[src/rtl/reg_file_wb_ctrl.sv]
// Writeback controller for the register file: merges ALU and buffered load results into one
// registered write per cycle and tracks registers with outstanding results in busy_vec.
module reg_file_wb_ctrl #(
  parameter int DATA_W   = 16,
  parameter int ADDR_W   = 3,
  parameter int LQ_DEPTH = 2
) (
  input  logic                       clk,
  input  logic                       rst,
  input  logic                       alu_valid,
  output logic                       alu_ready,
  input  logic [ADDR_W-1:0]          alu_addr,
  input  logic [DATA_W-1:0]          alu_data,
  input  logic                       ld_valid,
  output logic                       ld_ready,
  input  logic [ADDR_W-1:0]          ld_addr,
  input  logic [DATA_W-1:0]          ld_data,
  input  logic                       issue_valid,
  input  logic [ADDR_W-1:0]          issue_addr,
  output logic                       rf_wr_en,
  output logic [ADDR_W-1:0]          rf_wr_addr,
  output logic [DATA_W-1:0]          rf_wr_data,
  output logic [2**ADDR_W-1:0]       busy_vec,
  output logic [$clog2(LQ_DEPTH):0]  lq_count
);

  localparam int PTR_W = $clog2(LQ_DEPTH);
  localparam int CNT_W = PTR_W + 1;
  localparam logic [CNT_W-1:0] FULL_CNT = CNT_W'(LQ_DEPTH);

  logic [ADDR_W-1:0] lq_addr [LQ_DEPTH];
  logic [DATA_W-1:0] lq_data [LQ_DEPTH];
  logic [PTR_W-1:0]  wr_ptr;
  logic [PTR_W-1:0]  rd_ptr;

  logic                 lq_full;
  logic                 alu_fire;
  logic                 push;
  logic                 pop;
  logic [2**ADDR_W-1:0] busy_next;

  always_comb begin
    lq_full   = (lq_count == FULL_CNT);
    alu_ready = !rst && !lq_full;
    ld_ready  = !rst && !lq_full;
    alu_fire  = alu_valid && alu_ready;
    push      = ld_valid && ld_ready;
    // The FIFO only gets the write port when no ALU result is accepted this cycle.
    pop       = !rst && !alu_fire && (lq_count != '0);
  end

  // Clear from the write currently on the RF port, then set from issue so a same-address set wins.
  always_comb begin
    busy_next = busy_vec;
    if (rf_wr_en) busy_next[rf_wr_addr] = 1'b0;
    if (issue_valid) busy_next[issue_addr] = 1'b1;
  end

  always_ff @(posedge clk) begin
    if (push) begin
      lq_addr[wr_ptr] <= ld_addr;
      lq_data[wr_ptr] <= ld_data;
    end
  end

  always_ff @(posedge clk) begin
    if (rst) begin
      wr_ptr     <= '0;
      rd_ptr     <= '0;
      lq_count   <= '0;
      rf_wr_en   <= 1'b0;
      rf_wr_addr <= '0;
      rf_wr_data <= '0;
      busy_vec   <= '0;
    end else begin
      if (push) wr_ptr <= wr_ptr + PTR_W'(1);
      if (pop)  rd_ptr <= rd_ptr + PTR_W'(1);
      case ({push, pop})
        2'b10:   lq_count <= lq_count + CNT_W'(1);
        2'b01:   lq_count <= lq_count - CNT_W'(1);
        default: lq_count <= lq_count;
      endcase

      rf_wr_en <= alu_fire || pop;
      if (alu_fire) begin
        rf_wr_addr <= alu_addr;
        rf_wr_data <= alu_data;
      end else if (pop) begin
        rf_wr_addr <= lq_addr[rd_ptr];
        rf_wr_data <= lq_data[rd_ptr];
      end

      busy_vec <= busy_next;
    end
  end

endmodule

[config.mk]
export PLATFORM = sky130hd
export DESIGN_NAME = reg_file_wb_ctrl
export DESIGN_NICKNAME = d
export VERILOG_FILES = /design/src/rtl/reg_file_wb_ctrl.sv
export SDC_FILE = /design/constraint.sdc
export NUM_CORES = 1
export LEC_CHECK = 0
export ABC_AREA = 1
export BUFFER_PORTS_ARGS = -buffer_cell sky130_fd_sc_hd__clkbuf_2
export CORE_MARGIN = 2
export CORE_UTILIZATION = 50
export DETAILED_ROUTE_END_ITERATION = 8
export GPL_TIMING_DRIVEN = 1
export PLACE_DENSITY = 0.76
export REMOVE_ABC_BUFFERS = 1
export SKIP_CTS_REPAIR_TIMING = 1
export SYNTH_ARGS = -nofsm -noshare
export SYNTH_HDL_FRONTEND = slang
export SYNTH_SLANG_ARGS = --single-unit
[constraint.sdc]
create_clock -name clk -period 3.7 [get_ports clk]
set_clock_uncertainty 0.05 [all_clocks]
set_input_delay 0.74 -clock clk [delete_from_list [all_inputs] [get_ports clk]]
set_output_delay 0.74 -clock clk [all_outputs]
set_load 0.005 [all_outputs]
==> out/metrics.yaml, run 1 <==
logic_synthesis:
  syn_area_per_cell_um2: 9.366
  yosysWarnings: 0
  synth_area_um2: 2913
  synthCells: 311
  ys_seq_elements: 71
  yosysUniqueCellTypes: 25
  ys_top_cells_by_area: "edfxtp_1 39%, dfxtp_1 23%, nand2_1 13%"
  ys_seq_area_share_pct: 61.86
  yosys.area.top_type_share_pct: 39.18
  yosysTopAreaCell: "edfxtp_1"
finish:
  area_growth_pct: 20.10
  diodes: 0
  final_util_pct: 62.76
  drive_gt1_share_pct: 26.41
  finalNetCount: 432
route:
  drt_iter0_markers: 156
  num_vias: 2369
  drc: 0
  ant_nets: 0
  wl_um: 6316
  vias_per_cell: 5.128
  routedWlPerCell_um: 13.67
  dr.pass1.iters: 4
clocking:
  cts.sinks: 71
  cts_tree: "built"
  cts_root_buf: "clkbuf_8"
  worst_setup_hold_path_clk_slew_ps: 70
  cts_buffers: 9
  h-tree-depth: 3
  clock_path_buffers: 2
  clock_latency_ps: 340
sta:
  max-slew-margin-rel_pct: 47.13
  rsz0062_at_grt: "no"
  fmax_ghz: 0.3885
  period_share_pct: 69.57
  setup_tns_ps: 0
  worstMarginPinSlew_ps: 792.0
  setup_violations: 0
  fin_worst_hold_slack_ps: 404.8
  fin_crit_ps: 2574
  finalMaxSlewViolations: 0
  report.final.hold_viol_count: 0
grt:
  grt_first_pass_wirelength_um: 10260
  grt-ovfl-total: 0
  antenna_found_initial: 0
  grt.total_usage_pct: 21.23
  grt_pass1_vias: 2296
  grt_max_degree: 38
place:
  place_congestion: 0.7580
  port_buffers: 77
  place_hpwl_um: 4245
worst_setup_path:
  critPathMostFrequentCell: "clkbuf_2"
  ff2ff_setup_slack_ps: 1290
  cp.buffers_inverters: 4
  worst-path-max-fanout: 26
  crit_arrival_ps: 1780
  path_delay_family: "buffers and inverters"
  cp_data_required_time_ps: 2910
  start_kind: "primary input"
  crit_path_max_incr_delay_ps: 450
  end_kind: "output port"
  critPathKind: "primary input to output port"
  cpMaxStageDelayCell: "inv_2"
  path_cells: "clkbuf_2, inv_2, nand2_1, inv_1, clkbuf_2"
die:
  ioPinCount: 78
  die_h_um: 80.33
  row_count: 27
  coreArea_um2: 5574
  fp.dieArea_um2: 6452
  initial_core_util_pct: 52.26
  die_x_um: 80.33
pwr:
  pwr-share-clk_pct: 33.3
  switching_power_uw: 460.9
  p_leak_nw: 1.580
  ir_worst_vdd_mv: 0.2741
  p_comb_share_pct: 13.8
  pwr-share-seq_pct: 53.0
  power.density_nw_per_um2: 498.9
  p_sw_share_pct: 26.41
  intPower_mw: 1.284
worst_hold_path:
  min_path_type: "flop to flop"
run:
  drv_cap: 0
outcome:
  status: "finished clean"
cell usage after synthesis:
cell type,count
nand2_2,3
clkbuf_1,3
buf_6,1
inv_2,3
o21ai_0,11
buf_2,9
nand3_4,1
nand4_1,10
edfxtp_1,38
o211ai_1,8
nand3b_1,1
ha_1,1
inv_1,14
nand2_4,1
and3_1,1
nand3_1,27
dfxtp_1,33
nor3_1,1
a21oi_1,22
nor2_2,1
buf_4,3
o21ai_1,2
nor2_1,12
clkinv_1,1
nand2_1,104
final timing paths:
| kind | startpoint | to | depth (start not counted) |
|---|---|---|---|
| worst max-delay path | rst | alu_ready | 5 |
| worst min-delay path | rd_ptr$_SDFFE_PP0P_ | flop | 1 |
| worst max register to register | flop | rf_wr_data[8]$_SDFFE_PP0P_ | 7 |
| worst min register to register | rd_ptr$_SDFFE_PP0P_ | flop | 1 |
per-layer routing:
| layer | vias up | wire length, um | track usage [%] |
|---|---|---|---|
| met5 | - | 0 | 0 |
| met4 | 0 | 142 | 11.86 |
| met3 | 21 | 341 | 4.382 |
| met2 | 73 | 3156 | 35.75 |
| met1 | 1075 | 2676 | 25.26 |
| li1 | 1200 | - | - |
registers in the layout (all words and copies together) (netlist names), named ones only:
name / cells
lq_data: 32
rf_wr_data: 16
busy_vec: 8
lq_addr: 6
rf_wr_addr: 3
lq_count: 2
rd_ptr: 1
rf_wr_en: 1
wr_ptr: 1
cell families after synthesis:
kind of cell / Yosys count / share of synthesized area [%]
compound gates: 43 / 8.076
fa+ha+maj: 1 / 0.4295
buf+inv: 34 / 5.412
flops: 71 / 61.86
simple gates: 162 / 24.23
power by group through the flow:
| stage | clock [mW] | sequential, mW | combinational, mW |
|---|---|---|---|
| 3_5_place_dp | 0 | 0.942 | 0.239 |
| 2_1_floorplan | 0 | 0.934 | 0.133 |
| 6_report | 0.581 | 0.924 | 0.240 |
| 4_1_cts | 0.589 | 0.925 | 0.241 |
| 3_3_place_gp | 0 | 0.942 | 0.232 |
| 5_1_grt | 0.628 | 0.931 | 0.275 |
stage by stage:
step                      std cells  setup slack, ps  total power [mW]  area [um2]
after floorplan                 295             1125             1.067        2823
after detailed placement        446            810.3             1.181        3318
final                           462             1126             1.745        3498
after global placement          446            907.3             1.174        3318
after CTS                       462             1139             1.754        3498
after global routing            462            923.0             1.833        3498
worst register-to-register path, stage by stage, from the launching register on:
cell	delay, ps
dfxtp_1	840
clkinv_1	760
nand2_1	230
nand2_1	80
nand3_1	90
nand2_1	70
nor2_1	120
nor2_1	60
final cells by class:
cell class	instances	area, um2
Clock inverter	5	48.80
Multi-Input combinational cell	206	958.4
Inverter	18	67.56
Fill cell	491	2076
Clock buffer	11	131.4
Sequential cell	71	1802
Tap cell	72	90.09
Timing Repair Buffer	79	400.4
layout by cell type (no fill, tap or decap), types with 10 or more instances in the layout:
cell,n
nand4_1,10
inv_1,14
nand2_1,104
nand3_1,27
dfxtp_1,33
edfxtp_1,38
a21oi_1,22
clkbuf_2,77
nor2_1,10
o21ai_0,11
(Power assumes the default switching activity.)
==> run 2: changes to the inputs <==
--- a/config.mk
+++ b/config.mk
@@ -8,10 +8,10 @@
 export ABC_AREA = 1
 export BUFFER_PORTS_ARGS = -buffer_cell sky130_fd_sc_hd__clkbuf_2
 export CORE_MARGIN = 2
-export CORE_UTILIZATION = 50
+export CORE_UTILIZATION = 47
 export DETAILED_ROUTE_END_ITERATION = 8
 export GPL_TIMING_DRIVEN = 1
-export PLACE_DENSITY = 0.76
+export PLACE_DENSITY = 0.75
 export REMOVE_ABC_BUFFERS = 1
 export SKIP_CTS_REPAIR_TIMING = 1
 export SYNTH_ARGS = -nofsm -noshare
==> constraint.sdc (replaced) <==
create_clock -name clk -period 2.2 [get_ports clk]
set_clock_uncertainty 0.05 [all_clocks]
set_input_delay 0.44 -clock clk [delete_from_list [all_inputs] [get_ports clk]]
set_output_delay 0.44 -clock clk [all_outputs]
set_load 0.005 [all_outputs]
==> out/metrics.yaml, run 2 (synthesized netlist as in run 1, its figures left out) <==
outcome:
  status: "finished clean"
clocking:
  cts_buffers: 9
  cts.sinks: 71
  cts_root_buf: "clkbuf_8"
  h-tree-depth: 3
  worst_setup_hold_path_clk_slew_ps: 80
  cts_tree: "built"
  clock_latency_ps: 340
  clock_path_buffers: 2
worst_setup_path:
  reg2regPathDepth: 9
  r2r-start: "lq_count[0]$_SDFFE_PP0P_"
  critPathKind: "flop to flop"
  crit_path_start: "lq_count[0]$_SDFFE_PP0P_"
  start_kind: "flop"
  crit_arrival_ps: 2040
  r2r_end: "lq_count[1]$_SDFFE_PP0P_"
  end_kind: "flop"
  critPathCapture: "lq_count[1]$_SDFFE_PP0P_"
  worst-path-max-fanout: 13
  cp_data_required_time_ps: 2370
  ff2ff_setup_slack_ps: 330
route:
  ant_nets: 0
  drt_iter0_markers: 120
  routedWlPerCell_um: 13.12
  num_vias: 2375
  wl_um: 6179
  dr.pass1.iters: 4
  drc: 0
  vias_per_cell: 5.042
finish:
  reg_top3: "lq_data (32), rf_wr_data (16), busy_vec (8)"
  diodes: 0
  largest_register: "lq_data"
  finalNetCount: 438
  fillers: 523
  layout_commonest_cell: "nand2_1"
  final_util_pct: 59.68
  drive_gt1_share_pct: 27.53
  largest_register_ffs: 32
  final_cell_mix: "104 x nand2_1, 77 x clkbuf_2, 38 x edfxtp_1"
  postLayoutCellArea_um2: 3555
  area_growth_pct: 22.04
grt:
  antenna_found_initial: 0
  grt_max_degree: 37
  grt.total_usage_pct: 18.90
  grt_first_pass_wirelength_um: 9515
  grt_pass1_vias: 2128
  grt-ovfl-total: 0
die:
  die_x_um: 82.73
  die_h_um: 82.73
  ioPinCount: 78
  row_count: 28
  fp.dieArea_um2: 6843
  initial_core_util_pct: 48.91
  coreArea_um2: 5956
sta:
  finalMaxSlewViolations: 0
  report.final.hold_viol_count: 0
  rsz0062_at_grt: "no"
  fin_crit_ps: 1865
  worstMarginPinSlew_ps: 564.0
  fmax_ghz: 0.5362
  max-slew-margin-rel_pct: 62.17
  period_share_pct: 84.78
  setup_violations: 0
place:
  port_buffers: 77
  place_congestion: 0.7564
  placed_cell_area_um2: 3367
  place_hpwl_um: 4203
worst_hold_path:
  min_path_type: "primary input to flop"
  hp-start: "ld_data[2]"
pwr:
  power.density_nw_per_um2: 832.4
  p_leak_nw: 1.610
  ir_worst_vdd_mv: 0.6300
run:
  drv_cap: 0
run 2: final cells by class:
class	instances	area, um2	area share [%]
Clock buffer	10	127.6	3.590
Clock inverter	6	60.06	1.690
Inverter	18	67.56	1.901
Multi-Input combinational cell	206	958.4	26.96
Sequential cell	71	1802	50.69
Tap cell	75	93.84	2.640
Timing Repair Buffer	85	445.4	12.53
run 2: worst min path at each step:
stage / endpoint / cells past startpoint
finish: lq_data[0][2]$_DFFE_PP_ / 1
global route: lq_data[1][13]$_DFFE_PP_ / 1
CTS: lq_data[0][2]$_DFFE_PP_ / 1
global placement: rd_ptr$_SDFFE_PP0P_ / 1
floorplan: flop / 1
detailed placement: rd_ptr$_SDFFE_PP0P_ / 1
run 2: metrics by stage:
stage          hold WS, ps  total power [mW]  instances  TNS (ps)  setup slack [ps]
6_report             233.6             2.959        471         0             334.9
5_1_grt              226.7             3.108        471         0             165.8
4_1_cts              227.8             2.981        471         0             343.9
3_5_place_dp         394.0             1.995        455         0             297.3
3_3_place_gp         388.0             1.983        455         0             317.0
2_1_floorplan        376.0             1.794        295     -2844            -74.84
run 2: power breakdown:
part	switching (mW)	leakage, nW	internal, mW	total, mW
Sequential	0.0500	0.620	1.49	1.54
Clock	0.473	0.0957	0.520	0.994
Combinational	0.260	0.895	0.168	0.428
Total	0.783	1.61	2.18	2.96
run 2: critical path, cell delays in order, from the launching register on:
cell and delay, ps:
dfxtp_1 410, inv_2 80, nand2_4 160, nand2_2 110
nand2_2 220, inv_1 80, ha_1 310, nor2_1 130
and3_1 150, nor3_1 40
run 2: per-layer routing:
| metal | track usage (%) | wire length [um] | up-vias |
|---|---|---|---|
| met5 | 0 | 0 | - |
| met4 | 9.836 | 136 | 0 |
| met3 | 4.348 | 341 | 15 |
| met2 | 31.53 | 3053 | 75 |
| met1 | 22.83 | 2647 | 1073 |
| li1 | - | - | 1212 |
